**config.mk**
```make
export PLATFORM = sky130hd
export DESIGN_NAME = trace_ctrl_flat
export DESIGN_NICKNAME = d
export VERILOG_FILES = /design/src/rtl/trace_pkg.sv /design/src/rtl/trace_ctrl_if.sv /design/src/rtl/trace_filter.sv /design/src/rtl/trace_ctrl.sv /design/src/flat_wrapper.sv
export SDC_FILE = /design/constraint.sdc
export NUM_CORES = 1
export LEC_CHECK = 0
export CORE_AREA = 2 2 296 298
export DETAILED_ROUTE_END_ITERATION = 10
export DIE_AREA = 0 0 298 300
export GPL_TIMING_DRIVEN = 0
export PLACE_DENSITY = 0.47
export SLEW_MARGIN = 5
export SYNTH_ARGS = -nofsm -noshare
export SYNTH_HDL_FRONTEND = slang
export SYNTH_SLANG_ARGS = --single-unit
```
**constraint.sdc**
```tcl
create_clock -name clk -period 12 [get_ports clk]
set_clock_uncertainty 0.2 [all_clocks]
set_input_delay 3 -clock clk [delete_from_list [all_inputs] [get_ports clk]]
set_output_delay 3 -clock clk [all_outputs]
set_load 0.02 [all_outputs]
```
**src/rtl/trace_pkg.sv**
```systemverilog
// rtl/trace_pkg.sv - shared types and constants for the trace FIFO sequencer
package trace_pkg;

    typedef enum logic [1:0] {
        TR_ALL  = 2'd0,
        TR_IN   = 2'd1,
        TR_OUT  = 2'd2,
        TR_TRIG = 2'd3
    } trace_mode_e;

    typedef enum logic [1:0] {
        RD_IDLE = 2'd0,
        RD_POP  = 2'd1,
        RD_WAIT = 2'd2,
        RD_LOAD = 2'd3
    } rd_state_e;

    localparam logic [2:0] SEL_INDEX  = 3'd0;
    localparam logic [2:0] SEL_PC     = 3'd1;
    localparam logic [2:0] SEL_CODE   = 3'd2;
    localparam logic [2:0] SEL_RA     = 3'd3;
    localparam logic [2:0] SEL_SP     = 3'd4;
    localparam logic [2:0] SEL_A0     = 3'd5;
    localparam logic [2:0] SEL_T0     = 3'd6;
    localparam logic [2:0] SEL_STATUS = 3'd7;

    typedef struct packed {
        logic [31:0] pc;
        logic [31:0] code;
        logic [31:0] ra;
        logic [31:0] sp;
        logic [31:0] a0;
        logic [31:0] t0;
    } trace_rec_t;

endpackage

```
**src/rtl/trace_ctrl_if.sv**
```systemverilog
// rtl/trace_ctrl_if.sv - write/read port bundle between the sequencer and the trace FIFO
interface trace_ctrl_if;
    logic        fifo_wr_en;
    logic [31:0] fifo_pc;
    logic [31:0] fifo_code;
    logic [31:0] fifo_ra;
    logic [31:0] fifo_sp;
    logic [31:0] fifo_a0;
    logic [31:0] fifo_t0;
    logic        fifo_wr_full;
    logic        fifo_rd_en;
    logic        fifo_rd_empty;
    logic [31:0] fifo_index;
    logic [31:0] fifo_q_pc;
    logic [31:0] fifo_q_code;
    logic [31:0] fifo_q_ra;
    logic [31:0] fifo_q_sp;
    logic [31:0] fifo_q_a0;
    logic [31:0] fifo_q_t0;

    modport master (
        output fifo_wr_en, fifo_pc, fifo_code, fifo_ra, fifo_sp, fifo_a0, fifo_t0,
        output fifo_rd_en,
        input  fifo_wr_full, fifo_rd_empty,
        input  fifo_index, fifo_q_pc, fifo_q_code, fifo_q_ra, fifo_q_sp, fifo_q_a0, fifo_q_t0
    );

    modport slave (
        input  fifo_wr_en, fifo_pc, fifo_code, fifo_ra, fifo_sp, fifo_a0, fifo_t0,
        input  fifo_rd_en,
        output fifo_wr_full, fifo_rd_empty,
        output fifo_index, fifo_q_pc, fifo_q_code, fifo_q_ra, fifo_q_sp, fifo_q_a0, fifo_q_t0
    );
endinterface

```
**src/rtl/trace_filter.sv**
```systemverilog
// rtl/trace_filter.sv - PC filter, start/stop trigger and registered FIFO write staging
module trace_filter
    import trace_pkg::*;
(
    input  logic        clk,
    input  logic        rst_n,
    input  logic        cfg_en_i,
    input  trace_mode_e cfg_mode_i,
    input  logic [31:0] cfg_pc_lo_i,
    input  logic [31:0] cfg_pc_hi_i,
    input  logic        cfg_stop_on_full_i,
    input  logic        cfg_clear_i,
    input  logic        ret_valid_i,
    input  trace_rec_t  ret_rec_i,
    input  logic        fifo_wr_full_i,
    output logic        wr_en_o,
    output trace_rec_t  wr_rec_o,
    output logic        trig_active_o,
    output logic        cap_inc_o,
    output logic        drop_inc_o
);

    logic       trig_q, trig_d;
    logic       wr_en_q, wr_en_d;
    trace_rec_t rec_q;
    logic       hit;
    logic       in_range;

    // Decide whether this retire record is captured and how the trigger evolves
    always_comb begin
        hit      = 1'b0;
        trig_d   = trig_q;
        in_range = (ret_rec_i.pc >= cfg_pc_lo_i) && (ret_rec_i.pc <= cfg_pc_hi_i);
        if (ret_valid_i && cfg_en_i) begin
            case (cfg_mode_i)
                TR_ALL:  hit = 1'b1;
                TR_IN:   hit = in_range;
                TR_OUT:  hit = !in_range;
                TR_TRIG: begin
                    hit = trig_q || (ret_rec_i.pc == cfg_pc_lo_i);
                    // Stop PC wins so a start==stop window captures one record and stays idle
                    if (ret_rec_i.pc == cfg_pc_hi_i) begin
                        trig_d = 1'b0;
                    end else if (ret_rec_i.pc == cfg_pc_lo_i) begin
                        trig_d = 1'b1;
                    end
                end
                default: hit = 1'b0;
            endcase
        end
        if (cfg_clear_i) begin
            trig_d = 1'b0;
        end
        wr_en_d = hit && !(fifo_wr_full_i && cfg_stop_on_full_i);
    end

    // Register the write strobe, payload and trigger flag
    always_ff @(posedge clk) begin
        if (!rst_n) begin
            wr_en_q <= 1'b0;
            rec_q   <= '0;
            trig_q  <= 1'b0;
        end else begin
            wr_en_q <= wr_en_d;
            trig_q  <= trig_d;
            if (wr_en_d) begin
                rec_q <= ret_rec_i;
            end
        end
    end

    assign wr_en_o       = wr_en_q;
    assign wr_rec_o      = rec_q;
    assign trig_active_o = trig_q;
    assign cap_inc_o     = wr_en_d;
    assign drop_inc_o    = hit && fifo_wr_full_i;

endmodule

```
**src/rtl/trace_ctrl.sv**
```systemverilog
// rtl/trace_ctrl.sv - trace FIFO sequencer: capture counters, readout FSM and debugger window
module trace_ctrl
    import trace_pkg::*;
#(
    parameter int DROP_W = 16
) (
    input  logic              clk,
    input  logic              rst_n,
    input  logic              cfg_en,
    input  logic [1:0]        cfg_mode,
    input  logic [31:0]       cfg_pc_lo,
    input  logic [31:0]       cfg_pc_hi,
    input  logic              cfg_stop_on_full,
    input  logic              cfg_clear,
    input  logic              ret_valid,
    input  logic [31:0]       ret_pc,
    input  logic [31:0]       ret_code,
    input  logic [31:0]       ret_ra,
    input  logic [31:0]       ret_sp,
    input  logic [31:0]       ret_a0,
    input  logic [31:0]       ret_t0,
    trace_ctrl_if.master      fif,
    input  logic              pop_req,
    output logic              busy,
    output logic              pop_empty,
    output logic              entry_valid,
    input  logic [2:0]        rd_sel,
    output logic [31:0]       rd_data,
    output logic [31:0]       cap_cnt,
    output logic [DROP_W-1:0] drop_cnt
);

    localparam logic [DROP_W-1:0] DROP_MAX = '1;

    trace_rec_t        ret_rec, wr_rec, win_q;
    logic              trig_active, cap_inc, drop_inc;
    logic [31:0]       cap_q, cap_d, idx_q;
    logic [DROP_W-1:0] drop_q, drop_d;
    rd_state_e         state_q, state_d;
    logic              entry_valid_q, entry_valid_d;
    logic              pop_empty_q, pop_empty_d;
    logic              load_win, rd_en;
    logic [15:0]       drop16;

    assign ret_rec = {ret_pc, ret_code, ret_ra, ret_sp, ret_a0, ret_t0};

    trace_filter u_filter (
        .clk               (clk),
        .rst_n             (rst_n),
        .cfg_en_i          (cfg_en),
        .cfg_mode_i        (trace_mode_e'(cfg_mode)),
        .cfg_pc_lo_i       (cfg_pc_lo),
        .cfg_pc_hi_i       (cfg_pc_hi),
        .cfg_stop_on_full_i(cfg_stop_on_full),
        .cfg_clear_i       (cfg_clear),
        .ret_valid_i       (ret_valid),
        .ret_rec_i         (ret_rec),
        .fifo_wr_full_i    (fif.fifo_wr_full),
        .wr_en_o           (fif.fifo_wr_en),
        .wr_rec_o          (wr_rec),
        .trig_active_o     (trig_active),
        .cap_inc_o         (cap_inc),
        .drop_inc_o        (drop_inc)
    );

    assign fif.fifo_pc   = wr_rec.pc;
    assign fif.fifo_code = wr_rec.code;
    assign fif.fifo_ra   = wr_rec.ra;
    assign fif.fifo_sp   = wr_rec.sp;
    assign fif.fifo_a0   = wr_rec.a0;
    assign fif.fifo_t0   = wr_rec.t0;

    // Counter next state: clear overrides any increment in the same cycle
    always_comb begin
        cap_d  = cap_q;
        drop_d = drop_q;
        if (cfg_clear) begin
            cap_d  = '0;
            drop_d = '0;
        end else begin
            if (cap_inc) begin
                cap_d = cap_q + 32'd1;
            end
            if (drop_inc && (drop_q != DROP_MAX)) begin
                drop_d = drop_q + 1'b1;
            end
        end
    end

    // Readout FSM: pop strobe, then wait one cycle for the registered FIFO data
    always_comb begin
        state_d       = state_q;
        entry_valid_d = entry_valid_q;
        pop_empty_d   = 1'b0;
        load_win      = 1'b0;
        rd_en         = 1'b0;
        case (state_q)
            RD_IDLE: begin
                if (pop_req) begin
                    if (fif.fifo_rd_empty) begin
                        pop_empty_d = 1'b1;
                    end else begin
                        state_d       = RD_POP;
                        entry_valid_d = 1'b0;
                    end
                end
            end
            RD_POP: begin
                rd_en   = 1'b1;
                state_d = RD_WAIT;
            end
            RD_WAIT: begin
                // FIFO output is valid now; latch so the window is visible in LOAD
                load_win      = 1'b1;
                entry_valid_d = 1'b1;
                state_d       = RD_LOAD;
            end
            RD_LOAD: state_d = RD_IDLE;
            default: state_d = RD_IDLE;
        endcase
    end

    // State, counters and readout window registers
    always_ff @(posedge clk) begin
        if (!rst_n) begin
            state_q       <= RD_IDLE;
            entry_valid_q <= 1'b0;
            pop_empty_q   <= 1'b0;
            cap_q         <= '0;
            drop_q        <= '0;
            idx_q         <= '0;
            win_q         <= '0;
        end else begin
            state_q       <= state_d;
            entry_valid_q <= entry_valid_d;
            pop_empty_q   <= pop_empty_d;
            cap_q         <= cap_d;
            drop_q        <= drop_d;
            if (load_win) begin
                idx_q <= fif.fifo_index;
                win_q <= {fif.fifo_q_pc, fif.fifo_q_code, fif.fifo_q_ra,
                          fif.fifo_q_sp, fif.fifo_q_a0, fif.fifo_q_t0};
            end
        end
    end

    assign fif.fifo_rd_en = rd_en;
    assign busy           = (state_q != RD_IDLE);
    assign pop_empty      = pop_empty_q;
    assign entry_valid    = entry_valid_q;
    assign cap_cnt        = cap_q;
    assign drop_cnt       = drop_q;
    assign drop16         = 16'(drop_q);

    // Debugger word mux over the window and the live status bits
    always_comb begin
        rd_data = '0;
        case (rd_sel)
            SEL_INDEX:  rd_data = idx_q;
            SEL_PC:     rd_data = win_q.pc;
            SEL_CODE:   rd_data = win_q.code;
            SEL_RA:     rd_data = win_q.ra;
            SEL_SP:     rd_data = win_q.sp;
            SEL_A0:     rd_data = win_q.a0;
            SEL_T0:     rd_data = win_q.t0;
            SEL_STATUS: rd_data = {drop16, trig_active, entry_valid_q, busy,
                                   fif.fifo_rd_empty, fif.fifo_wr_full, 11'b0};
            default:    rd_data = '0;
        endcase
    end

endmodule

```
**src/flat_wrapper.sv**
```systemverilog
// flat-port wrapper written by rule: the top's interface ports become plain ports
module trace_ctrl_flat import trace_pkg::*;
#(
    parameter int DROP_W = 16
)
  (clk, rst_n, cfg_en, cfg_mode, cfg_pc_lo, cfg_pc_hi, cfg_stop_on_full, cfg_clear, ret_valid, ret_pc, ret_code, ret_ra, ret_sp, ret_a0, ret_t0, pop_req, busy, pop_empty, entry_valid, rd_sel, rd_data, cap_cnt, drop_cnt, fif_fifo_wr_en, fif_fifo_pc, fif_fifo_code, fif_fifo_ra, fif_fifo_sp, fif_fifo_a0, fif_fifo_t0, fif_fifo_rd_en, fif_fifo_wr_full, fif_fifo_rd_empty, fif_fifo_index, fif_fifo_q_pc, fif_fifo_q_code, fif_fifo_q_ra, fif_fifo_q_sp, fif_fifo_q_a0, fif_fifo_q_t0);
  trace_ctrl_if fif_i ();
  input  logic clk;
  input  logic rst_n;
  input  logic cfg_en;
  input  logic [1:0] cfg_mode;
  input  logic [31:0] cfg_pc_lo;
  input  logic [31:0] cfg_pc_hi;
  input  logic cfg_stop_on_full;
  input  logic cfg_clear;
  input  logic ret_valid;
  input  logic [31:0] ret_pc;
  input  logic [31:0] ret_code;
  input  logic [31:0] ret_ra;
  input  logic [31:0] ret_sp;
  input  logic [31:0] ret_a0;
  input  logic [31:0] ret_t0;
  input  logic pop_req;
  output logic busy;
  output logic pop_empty;
  output logic entry_valid;
  input  logic [2:0] rd_sel;
  output logic [31:0] rd_data;
  output logic [31:0] cap_cnt;
  output logic [DROP_W-1:0] drop_cnt;
  output wire logic [$bits(fif_i.fifo_wr_en)-1:0] fif_fifo_wr_en;
  output wire logic [$bits(fif_i.fifo_pc)-1:0] fif_fifo_pc;
  output wire logic [$bits(fif_i.fifo_code)-1:0] fif_fifo_code;
  output wire logic [$bits(fif_i.fifo_ra)-1:0] fif_fifo_ra;
  output wire logic [$bits(fif_i.fifo_sp)-1:0] fif_fifo_sp;
  output wire logic [$bits(fif_i.fifo_a0)-1:0] fif_fifo_a0;
  output wire logic [$bits(fif_i.fifo_t0)-1:0] fif_fifo_t0;
  output wire logic [$bits(fif_i.fifo_rd_en)-1:0] fif_fifo_rd_en;
  input wire logic [$bits(fif_i.fifo_wr_full)-1:0] fif_fifo_wr_full;
  input wire logic [$bits(fif_i.fifo_rd_empty)-1:0] fif_fifo_rd_empty;
  input wire logic [$bits(fif_i.fifo_index)-1:0] fif_fifo_index;
  input wire logic [$bits(fif_i.fifo_q_pc)-1:0] fif_fifo_q_pc;
  input wire logic [$bits(fif_i.fifo_q_code)-1:0] fif_fifo_q_code;
  input wire logic [$bits(fif_i.fifo_q_ra)-1:0] fif_fifo_q_ra;
  input wire logic [$bits(fif_i.fifo_q_sp)-1:0] fif_fifo_q_sp;
  input wire logic [$bits(fif_i.fifo_q_a0)-1:0] fif_fifo_q_a0;
  input wire logic [$bits(fif_i.fifo_q_t0)-1:0] fif_fifo_q_t0;
  assign fif_fifo_wr_en = fif_i.fifo_wr_en;
  assign fif_fifo_pc = fif_i.fifo_pc;
  assign fif_fifo_code = fif_i.fifo_code;
  assign fif_fifo_ra = fif_i.fifo_ra;
  assign fif_fifo_sp = fif_i.fifo_sp;
  assign fif_fifo_a0 = fif_i.fifo_a0;
  assign fif_fifo_t0 = fif_i.fifo_t0;
  assign fif_fifo_rd_en = fif_i.fifo_rd_en;
  assign fif_i.fifo_wr_full = fif_fifo_wr_full;
  assign fif_i.fifo_rd_empty = fif_fifo_rd_empty;
  assign fif_i.fifo_index = fif_fifo_index;
  assign fif_i.fifo_q_pc = fif_fifo_q_pc;
  assign fif_i.fifo_q_code = fif_fifo_q_code;
  assign fif_i.fifo_q_ra = fif_fifo_q_ra;
  assign fif_i.fifo_q_sp = fif_fifo_q_sp;
  assign fif_i.fifo_q_a0 = fif_fifo_q_a0;
  assign fif_i.fifo_q_t0 = fif_fifo_q_t0;
  trace_ctrl #(.DROP_W(DROP_W)) u_core (.clk(clk), .rst_n(rst_n), .cfg_en(cfg_en), .cfg_mode(cfg_mode), .cfg_pc_lo(cfg_pc_lo), .cfg_pc_hi(cfg_pc_hi), .cfg_stop_on_full(cfg_stop_on_full), .cfg_clear(cfg_clear), .ret_valid(ret_valid), .ret_pc(ret_pc), .ret_code(ret_code), .ret_ra(ret_ra), .ret_sp(ret_sp), .ret_a0(ret_a0), .ret_t0(ret_t0), .fif(fif_i), .pop_req(pop_req), .busy(busy), .pop_empty(pop_empty), .entry_valid(entry_valid), .rd_sel(rd_sel), .rd_data(rd_data), .cap_cnt(cap_cnt), .drop_cnt(drop_cnt));
endmodule
```
# Word-level counts from Yosys, hierarchy flattened
# Index checks and enable logic that the tools add are counted.
# totals
register_bits	470
out_inout_bits	277
elab_cells	77
in_bits	494
# classes
n_eq_ne	18
muxes	14
bitwise	1
n_lt_le_gt_ge	2
n_reduce_logical	20
addsub	2
# op_table
operator	count
$pmux 32 s8	1
$eq 32x32->1	2
$add 32x1->32 const B	1
$ge 32x32->1	1
$le 32x32->1	1
$add 16x1->16 const B	1
$ne 16x16->1 const B	1
$eq 3x3->1 const B	4
$reduce_and 3->1	3
$eq 2x2->1 const B	4
$mux 1	8
$pmux 2 s4	1
$eq 3x2->1 const B	2
$logic_and 1x1->1	6
$reduce_bool 2->1	3
$eq 2x1->1 const B	2
$logic_not 2->1	2
$mux 2	2
$ne 2x2->1 const B	2
$pmux 1 s4	1
$eq 3x1->1 const B	1
$logic_not 3->1	1
$logic_not 1->1	2
$pmux 1 s2	1
4 further kinds	4

# Longest topological paths before layout
# Gate-level depths: netlist of run 1.
# logic_depth
word_depth	7
ltp_mapped	14
ltp_nobuf	11

# Modules after synthesis
# From an unflattened synthesis of run 1, not the netlist that was laid out.
# hier_totals
cells_unflattened	2364
area_unflattened_um2	22064.9
# modules_own_cells
module	area_each_um2	seq_area_each_um2	instances	cells_each
trace_ctrl	12822.3	5525.3	1	1292
trace_filter	9242.6	3883.7	1	1072

# Least setup slack after synthesis of run 1
# OpenSTA, ideal clock, no wires.
# synth_path
path_kind	input port to output port
startpoint	input port rd_sel[1]
endpoint	output port rd_data[4]
t_arrival_ps	4892
cell_stages	7
setup_slack_ps	3908
required_time_ps	8800
n_path_buf	3
cell_sequence	clkbuf_1 -> buf_1 -> clkbuf_1 -> mux2i_1 -> nor2_1 -> a21oi_1 -> o21ai_0
# synth_via
elab_chain_len	2
word_cells_on_any_way	9
classes_between	7 x eq/ne; 1 x mux; 1 x reduce/logical
# synth_lines
item	line_no	rtl
start: declaration	flat_wrapper.sv:27	input logic [2:0] rd_sel;
$eq 3x3->1, or another cell as far along	trace_ctrl.sv:158	case (rd_sel)
$pmux 32 s8 *	trace_ctrl.sv:158	
end: declaration	flat_wrapper.sv:28	output logic [31:0] rd_data;
# Mark *: on every way between the ends. The rest lies on a longest branch, timed or not.

# Worst setup path after layout of run 1
# layout_path
startpoint	input port rd_sel[2]
endpoint	output port rd_data[6]
# Same word-level chain as after synthesis.

==> results of run 1 <==
[metrics by stage]
step	power, mW	area, µm²	setup WS [ns]	hold WS, ns
after global routing	4.90	33000	1.82	0.325
after global placement	2.95	31000	1.19	0.283
after floorplan	2.45	21900	3.91	0.276
after CTS	4.75	32900	1.50	0.302
after detailed placement	2.97	31100	1.56	0.295
final	4.70	33000	1.88	0.301
[power by group]
group          leakage (nW)  switching [mW]  internal, mW
sequential             3.81          0.0917          1.71
combinational          6.52           0.574         0.561
clock                 0.929           0.736          1.02
[cells in the mapped netlist, types with 5 or more instances]
| cell type | count |
|---|---|
| nand3_1 | 31 |
| dfxtp_1 | 470 |
| and3_1 | 9 |
| inv_1 | 85 |
| o31ai_1 | 15 |
| and2_1 | 8 |
| mux2_2 | 16 |
| o21ai_0 | 51 |
| o21a_1 | 5 |
| buf_1 | 30 |
| a21oi_1 | 81 |
| nor2b_1 | 423 |
| mux4_2 | 19 |
| buf_2 | 21 |
| nand2_1 | 77 |
| a22o_1 | 17 |
| or4_1 | 14 |
| and4_1 | 12 |
| or3_1 | 10 |
| o22ai_1 | 8 |
| nand4_1 | 21 |
| a221oi_1 | 23 |
| nor4_1 | 8 |
| nand4b_1 | 7 |
| mux2i_1 | 434 |
| ha_1 | 69 |
| nor2_1 | 83 |
| clkbuf_1 | 86 |
| nor3_1 | 5 |
[critical path: stages]
cell and delay, ns:
clkbuf_1 0.62, buf_1 0.92, nand2_1 0.81, o22ai_1 0.40, nor2_1 0.07, a221oi_1 0.41, nor2_1 0.10, clkdlybuf4s50_1 0.56
[metal layers]
metal	GRT usage [%]	part of all wire (%)
met4	6.17	2.5
met5	0	0.16
met3	5.39	6.4
met1	27.4	41
met2	40.2	50
[registers in the layout (all words and copies together), names as in the netlist]
signal / count
u_core.cap_cnt: 32
u_core.u_filter.wr_rec_o: 192
u_core.u_filter.trig_active_o: 1
u_core.state_q: 2
u_core.entry_valid: 1
u_core.drop_cnt: 16
u_core.win_q: 192
u_core.u_filter.wr_en_o: 1
u_core.pop_empty: 1
u_core.idx_q: 32
[cell usage in the layout, fill, tap and decap left out, types with 13 or more instances in the layout]
cell type	instances
mux4_2	19
or4_1	14
nand4_1	21
a221oi_1	23
mux2_2	16
o21ai_0	51
clkbuf_8	13
inv_1	85
ha_1	69
clkbuf_16	59
clkdlybuf4s50_1	766
nand3_1	31
diode_2	18
nor2b_1	423
mux2i_1	434
a22o_1	17
a21oi_1	81
buf_1	29
nor2_1	83
clkbuf_1	98
o31ai_1	15
nand2_1	77
buf_2	22
dfxtp_1	470
[cell families after synthesis]
family,Yosys count
simple gates,725
flops,470
xor+xnor,3
buf+inv,226
fa+ha+maj,69
compound gates,241
mux,469
[final cells by class]
class / count / area [µm²]
clock buffer: 85 / 1700
tap: 1155 / 1450
clock inverter: 19 / 176
antenna: 18 / 45.0
fill: 8700 / 53200
timing repair buffer: 767 / 7680
inverter: 86 / 323
buffer: 140 / 573
multi-input combinational: 1507 / 11600
sequential: 470 / 9410
[worst max-delay path by stage]
stage / to / depth (start not counted)
2_1_floorplan: rd_data[4] / 7
3_3_place_gp: rd_data[9] / 8
3_5_place_dp: rd_data[9] / 9
4_1_cts: rd_data[9] / 9
5_1_grt: rd_data[14] / 8
6_report: rd_data[6] / 8
==> out/metrics.yaml, run 1 <==
final-setup-viol-count: 0
cts.sinks: 470
drtPass1Iterations: 6
rr_startpoint: "u_core.state_q[0]$_SDFFE_PN0P_"
synth_cells: 2203
p_per_area_mw_per_mm2: 142
worstHoldStart: "u_core.cap_cnt[20]$_SDFFE_PP0P_"
place_hpwl_mm: 85.0
hold_buffers: 0
synth.distinct_cells: 65
postLayoutCoreUtil_pct: 38.3
vdd_ir_drop_max_mv: 0.112
status: "finished, final reports clean"
reg2regPathDepth: 7
synth_area_leaders: "dfxtp_1 43%, mux2i_1 20%, nor2b_1 12%, ha_1 3.9%, mux4_2 2.0%"
yosysTopAreaCell: "dfxtp_1"
min_to: "u_core.cap_cnt[20]$_SDFFE_PP0P_"
arrival_ns: 6.92
syn_nets: 2766
synth_top_family_by_area: "multiplexers"
min_period_over_period_pct: 84.3
clock_latency_ns: 0.62
cp-end-kind: "output port"
place_congestion: 0.881
synth-edff-count: 0
htree_levels: 2
setup.worst_path.start: "rd_sel[2]"
synth-simple-area-share_pct: 19.3
fin_crit_ns: 10.12
ios: 771
die_y_um: 300
portBuffers: 766
synth-xor-area-share_pct: 0.120
via_per_inst: 4.67
crit_fanout: 10
clockBufferDepth: 3
max_clock_freq_ghz: 0.0989
p_leak_nw: 11.3
dr_total_vias: 19800
maxSlewViolCount: 0
worstPathRequired_ns: 8.80
detail-route-antenna-nets: 0
grt_pass1_vias: 20500
drtIter0Drc: 1018
fp.dieW_um: 298
nets: 3593
maxCapViolCount: 0
slew_headroom_pct: 13.8
finalSetupTns_ns: 0
hp-class: "flop to flop"
ys_ff_latch: 470
cts_root_buffer: "clkbuf_16"
yosysSeqAreaShare_pct: 42.9
synth_fa_ha_area_share_pct: 3.94
r2r_slack_ns: 8.45
netlist_area_mm2: 0.0219
finalWirelength_mm: 106
synth_area_per_cell_um2: 9.96
grt_remaining_overflow: 0
fin_cells: 4247
yosys_warnings: 0
synth_compound_area_share_pct: 7.11
synth.area.mux_share_pct: 22.6
die-area_mm2: 0.0894
yosysTopAreaCellShare_pct: 42.9
grt_max_degree: 16
rr_endpoint: "u_core.idx_q[24]$_SDFFE_PN0P_"
cts_setup_buffers: 0
drc: 0
clk_pin_slew_ns: 0.06
numCtsBuffers: 58
start_util_pct: 25.4
antenna_found_initial: 31
area_growth_pct: 50.4
report.final.hold_viol_count: 0
cts_resized: 0
grt_pass1_wl_mm: 148
cts_tree: "done"
core_area_mm2: 0.0862
dominantRegCellSynth: "dfxtp_1"
crit_type: "primary input to output port"
start_kind: "primary input"
holdPathStages: 2
place_inst: 4125
worstMarginPinSlew_ns: 1.29
routedWlPerCell_um: 24.9
grt_usage_pct: 22.7
fp-row-count: 108
postSynth.asyncResetShare_pct: 0
layout-drive-gt1-share_pct: 5.40
rsz0062_at_grt: "no"
Note: power is estimated with default switching activity, not from simulation.
==> run 2: changes to the inputs <==
--- a/config.mk
+++ b/config.mk
@@ -9,7 +9,7 @@
 export DETAILED_ROUTE_END_ITERATION = 10
 export DIE_AREA = 0 0 298 300
 export GPL_TIMING_DRIVEN = 0
-export PLACE_DENSITY = 0.47
+export PLACE_DENSITY = 0.49
 export SLEW_MARGIN = 5
 export SYNTH_ARGS = -nofsm -noshare
 export SYNTH_HDL_FRONTEND = slang
==> constraint.sdc (replaced) <==
create_clock -name clk -period 9.1 [get_ports clk]
set_clock_uncertainty 0.2 [all_clocks]
set_input_delay 2.275 -clock clk [delete_from_list [all_inputs] [get_ports clk]]
set_output_delay 2.275 -clock clk [all_outputs]
set_load 0.02 [all_outputs]
==> out/metrics.yaml, run 2 (synthesized netlist as in run 1, its figures left out) <==
status: "finished, final reports clean"
grt_pass1_wl_mm: 145
dr_total_vias: 19800
place_hpwl_mm: 82.8
fp.dieW_um: 298
grt_remaining_overflow: 0
p_leak_nw: 11.3
maxCapViolCount: 0
cts_root_buffer: "clkbuf_16"
cts_resized: 2
routedWlPerCell_um: 24.3
core_area_mm2: 0.0862
switchingPower_mw: 1.84
min_period_over_period_pct: 97.5
htree_levels: 2
detail-route-antenna-nets: 0
fin_crit_ns: 8.87
sw_frac_of_total_pct: 29.4
cts_tree: "done"
maxSlewViolCount: 0
slew_headroom_pct: 12.9
cts.sinks: 470
fp-row-count: 108
report.final.hold_viol_count: 0
clockBufferDepth: 3
arrival_ns: 6.40
start_kind: "primary input"
area_growth_pct: 50.7
start_util_pct: 25.4
portBuffers: 766
clk_pin_slew_ns: 0.06
nets: 3591
hold_buffers: 0
worst_slack_ns: 0.230
crit_fanout: 10
final_common_cell: "clkdlybuf4s50_1"
placed_cell_area_mm2: 0.0310
drtPass1Iterations: 5
drtIter0Drc: 1108
drc: 0
most-common-layout-cells: "766 x clkdlybuf4s50_1, 470 x dfxtp_1, 434 x mux2i_1"
place_inst: 4124
combinationalPowerShare_pct: 23.7
max_clock_freq_ghz: 0.113
hold_slack_ns: 0.299
grt_pass1_vias: 20200
finalWirelength_mm: 103
power_frac_clock_pct: 38.3
place_congestion: 0.868
cp-end-kind: "output port"
worstPathRequired_ns: 6.63
numCtsBuffers: 57
vdd_ir_drop_max_mv: 0.131
worstMarginPinSlew_ns: 1.31
clock_latency_ns: 0.63
internal_power_mw: 4.43
final-setup-viol-count: 0
p_per_area_mw_per_mm2: 190
postLayoutCellArea_mm2: 0.0330
crit_type: "primary input to output port"
hp-class: "flop to flop"
rsz0062_at_grt: "no"
fin_cells: 4243
die-area_mm2: 0.0894
layout-drive-gt1-share_pct: 5.56
cts_setup_buffers: 0
antenna_found_initial: 23
die_y_um: 300
p_seq_share_pct: 38.0
ios: 771
via_per_inst: 4.67
grt_max_degree: 15
post-place-ws_ns: -0.0920
grt_usage_pct: 22.0
==> run 2: cell count changes in the layout (fill, tap and decap cells not counted), sizes merged <==
| cell | before | now |
|---|---|---|
| diode | 18 | 15 |
| clkinvlp | 2 | 4 |
| clkdlybuf4s15 | 0 | 1 |
| clkbuf | 171 | 168 |
| inv | 85 | 87 |
| buf | 55 | 53 |
| bufinv | 2 | 5 |
| clkinv | 16 | 12 |
==> run 2: power by group through the flow <==
stage / logic, mW / clock network [mW] / registers [mW]
3_5_place_dp: 1.48 / 0 / 2.42
4_1_cts: 1.49 / 2.46 / 2.38
5_1_grt: 1.59 / 2.54 / 2.40
2_1_floorplan: 0.809 / 0 / 2.42
3_3_place_gp: 1.46 / 0 / 2.42
6_report: 1.49 / 2.40 / 2.38
==> run 2: final cells by class <==
class / instances / area [µm²]
fill: 8712 / 53200
multi-input combinational: 1507 / 11600
sequential: 470 / 9410
timing repair buffer: 766 / 7670
clock buffer: 82 / 1700
tap: 1155 / 1450
buffer: 140 / 579
inverter: 86 / 323
clock inverter: 22 / 253
antenna: 15 / 37.5
==> run 2: metrics by stage <==
stage	TNS, ns	util (%)	power [mW]
2_1_floorplan	0	-	3.23
3_3_place_gp	-0.326	36.0	3.88
3_5_place_dp	-0.136	36.0	3.90
4_1_cts	0	38.3	6.33
5_1_grt	0	38.3	6.53
6_report	0	38.3	6.27
==> run 2: path summary, 6_finish.rpt <==
path	end	from	slack (ns)	cells after the start
max	rd_data[9]	rd_sel[2]	0.23	8
min	u_core.cap_cnt[31]$_SDFFE_PP0P_	u_core.cap_cnt[31]$_SDFFE_PP0P_	0.30	2
max reg2reg	u_core.idx_q[29]$_SDFFE_PN0P_	u_core.state_q[0]$_SDFFE_PN0P_	5.64	7
min reg2reg	u_core.cap_cnt[31]$_SDFFE_PP0P_	u_core.cap_cnt[31]$_SDFFE_PP0P_	0.30	2
==> run 2: routing by layer <==
layer  routed length, µm  global-route usage (%)  vias up  part of all wire (%)
li1                    -                       -     9340                     -
met1               43600                    27.2     9620                    42
met2               50200                    38.1      673                    49
met3                6960                    5.58      143                   6.7
met4                2310                    5.36       18                   2.2
met5                 111                       0        -                  0.11
==> run 2: critical path, stage by stage <==
cell	delay (ns)
clkbuf_1	0.60
clkdlybuf4s15_1	1.07
clkbuf_2	0.63
clkbuf_1	0.60
nor2_1	0.21
a221oi_1	0.35
nor2_1	0.10
clkdlybuf4s50_1	0.55
==> run 3: changes to the inputs <==
--- a/config.mk
+++ b/config.mk
@@ -5,12 +5,12 @@
 export SDC_FILE = /design/constraint.sdc
 export NUM_CORES = 1
 export LEC_CHECK = 0
-export CORE_AREA = 2 2 296 298
+export CORE_AREA = 2 2 297 299
 export DETAILED_ROUTE_END_ITERATION = 10
-export DIE_AREA = 0 0 298 300
+export DIE_AREA = 0 0 299 301
 export GPL_TIMING_DRIVEN = 0
 export PLACE_DENSITY = 0.49
-export SLEW_MARGIN = 5
 export SYNTH_ARGS = -nofsm -noshare
 export SYNTH_HDL_FRONTEND = slang
+export SYNTH_HIERARCHICAL = 1
 export SYNTH_SLANG_ARGS = --single-unit
==> out/metrics.yaml, run 3 <==
synthTopCellsByCount: "470 x dfxtp_1, 450 x mux2i_1, 439 x nand2_1"
crit_fanout: 10
crit_type: "primary input to output port"
cts_root_buffer: "clkbuf_16"
yosysTopAreaCellShare_pct: 42.6
antenna_found_initial: 38
die_y_um: 301
die-area_mm2: 0.0900
netlist_area_mm2: 0.0221
yosysTopAreaCell: "dfxtp_1"
maxCapViolCount: 0
synth.distinct_cells: 61
drtIter0Drc: 1082
place_congestion: 0.921
grt_max_degree: 16
most-common-layout-cells: "768 x clkdlybuf4s50_1, 470 x dfxtp_1, 450 x mux2i_1"
clk_pin_slew_ns: 0.06
htree_levels: 2
cts.sinks: 470
hold_slack_ns: 0.258
hold_buffers: 0
syn_nets: 2927
status: "finished, final reports clean"
cts_resized: 0
final_common_cell: "clkdlybuf4s50_1"
routedWlPerCell_um: 25.0
synth-edff-count: 0
start_util_pct: 25.5
synth_cells: 2364
clockBufferDepth: 3
dr_total_vias: 20400
slew_headroom_pct: 27.6
hp-class: "flop to flop"
worstPathRequired_ns: 6.63
cp_slowest_cell: "clkbuf_1"
drtPass1Iterations: 5
rsz0062_at_grt: "no"
layout-drive-gt1-share_pct: 5.01
slowest_delay_ns: 0.68
clock_latency_ns: 0.64
fp.dieW_um: 299
grt_pass1_wl_mm: 153
grt_usage_pct: 23.6
area_growth_pct: 50.4
worstMarginPinSlew_ns: 1.09
via_per_inst: 4.63
vdd_ir_drop_max_mv: 0.166
synth_area_leaders: "dfxtp_1 43%, mux2i_1 20%, nand2_1 7.5%, nor2b_1 6.8%, ha_1 3.9%"
fin_crit_ns: 8.34
yosysMostFrequentCell: "dfxtp_1"
start_kind: "primary input"
finalSetupTns_ns: 0
ys_ff_latch: 470
portBuffers: 768
maxSlewViolCount: 0
postLayoutCellArea_mm2: 0.0332
postLayoutCoreUtil_pct: 38.4
final-setup-viol-count: 0
cp-end-kind: "output port"
grt_pass1_vias: 21300
cts_tree: "done"
cp_cell_sequence: "clkdlybuf4s50_1, buf_2, clkinv_1, clkbuf_1, clkbuf_1, o221ai_1, a21oi_1, clkdlybuf4s50_1"
yosys_warnings: 6
fp-row-count: 108
numCtsBuffers: 57
report.final.hold_viol_count: 0
postSynth.asyncResetShare_pct: 0
drc: 0
p_leak_nw: 11.8
cts_setup_buffers: 0
worst_slack_ns: 0.765
worst-path-buf-inv: 6
dominantRegCellSynth: "dfxtp_1"
nets: 3754
core_area_mm2: 0.0865
finalWirelength_mm: 110
detail-route-antenna-nets: 0
max_clock_freq_ghz: 0.120
min_period_over_period_pct: 91.6
synth_area_per_cell_um2: 9.33
yosysSeqAreaShare_pct: 42.6
arrival_ns: 5.86
crit_family: "buffers and inverters"
grt_remaining_overflow: 0
place_hpwl_mm: 89.3
p_per_area_mw_per_mm2: 189
post-place-ws_ns: 0.786
placed_cell_area_mm2: 0.0312
ios: 771
run 3: changes by cell type after synthesis, sizes merged, moves of 9 or more:
cell | previous run | this run
nand4 | 21 | 30
mux4 | 19 | 10
o221ai | 1 | 11
mux2i | 434 | 450
o21ai | 54 | 33
a221oi | 23 | 13
inv | 85 | 76
clkbuf | 86 | 104
nand2b | 4 | 13
nand2 | 77 | 439
nor2b | 423 | 240
nor2 | 83 | 59
run 3: layout make-up:
class	count	area, µm²
Buffer	159	698
Fill cell	8810	53300
Sequential cell	470	9410
Tap cell	1155	1450
Inverter	77	289
Clock inverter	24	338
Timing Repair Buffer	768	7690
Multi-Input combinational cell	1658	11700
Clock buffer	79	1600
Antenna cell	22	55.1
run 3: worst min-delay path, cell delays in order (launching register included):
cell and delay (ns):
dfxtp_1 0.31, nand2_1 0.05, mux2i_1 0.05
run 3: path summary, 6_finish.rpt:
kind / to / slack, ns / from / depth (start not counted)
max: rd_data[22] / 0.76 / rd_sel[2] / 8
min: u_core/u_filter/wr_rec_o[60]$_SDFFE_PN0P_ / 0.26 / u_core/u_filter/wr_rec_o[60]$_SDFFE_PN0P_ / 2
max reg2reg: u_core/cap_cnt[20]$_SDFFE_PP0P_ / 5.20 / u_core/u_filter/trig_active_o$_SDFFE_PP0P_ / 11
min reg2reg: u_core/u_filter/wr_rec_o[60]$_SDFFE_PN0P_ / 0.26 / u_core/u_filter/wr_rec_o[60]$_SDFFE_PN0P_ / 2
run 3: power by group:
group	switching [mW]	internal, mW	total (mW)	leakage [nW]
clock	0.971	1.43	2.40	0.949
sequential	0.130	2.26	2.39	3.81
combinational	0.760	0.736	1.50	7.00
total	1.86	4.43	6.29	11.8
run 3: metal layers:
metal | track usage [%] | wire (µm) | up-vias | share of wire (%)
li1 | - | - | 9824 | -
met1 | 25.6 | 42100 | 9689 | 38
met2 | 41.1 | 54500 | 743 | 49
met3 | 9.36 | 10500 | 155 | 9.5
met4 | 9.02 | 3190 | 18 | 2.9
met5 | 0 | 113 | - | 0.10
run 3: logic make-up after synthesis:
logic type	after synthesis	synth area share (%)
AO/OA/AOI/OAI	228	7.00
XOR/XNOR	12	0.476
adder cells (fa/ha/maj)	69	3.91
buffers and inverters	236	4.47
flip-flops	470	42.6
multiplexers	473	22.1
AND/OR/NAND/NOR	876	19.4
run 3: metrics by stage:
step | power (mW) | cells
floorplan | 3.25 | 2364
global placement | 3.91 | 4287
detailed placement | 3.93 | 4287
CTS | 6.36 | 4390
global route | 6.55 | 4408
finish | 6.29 | 4412
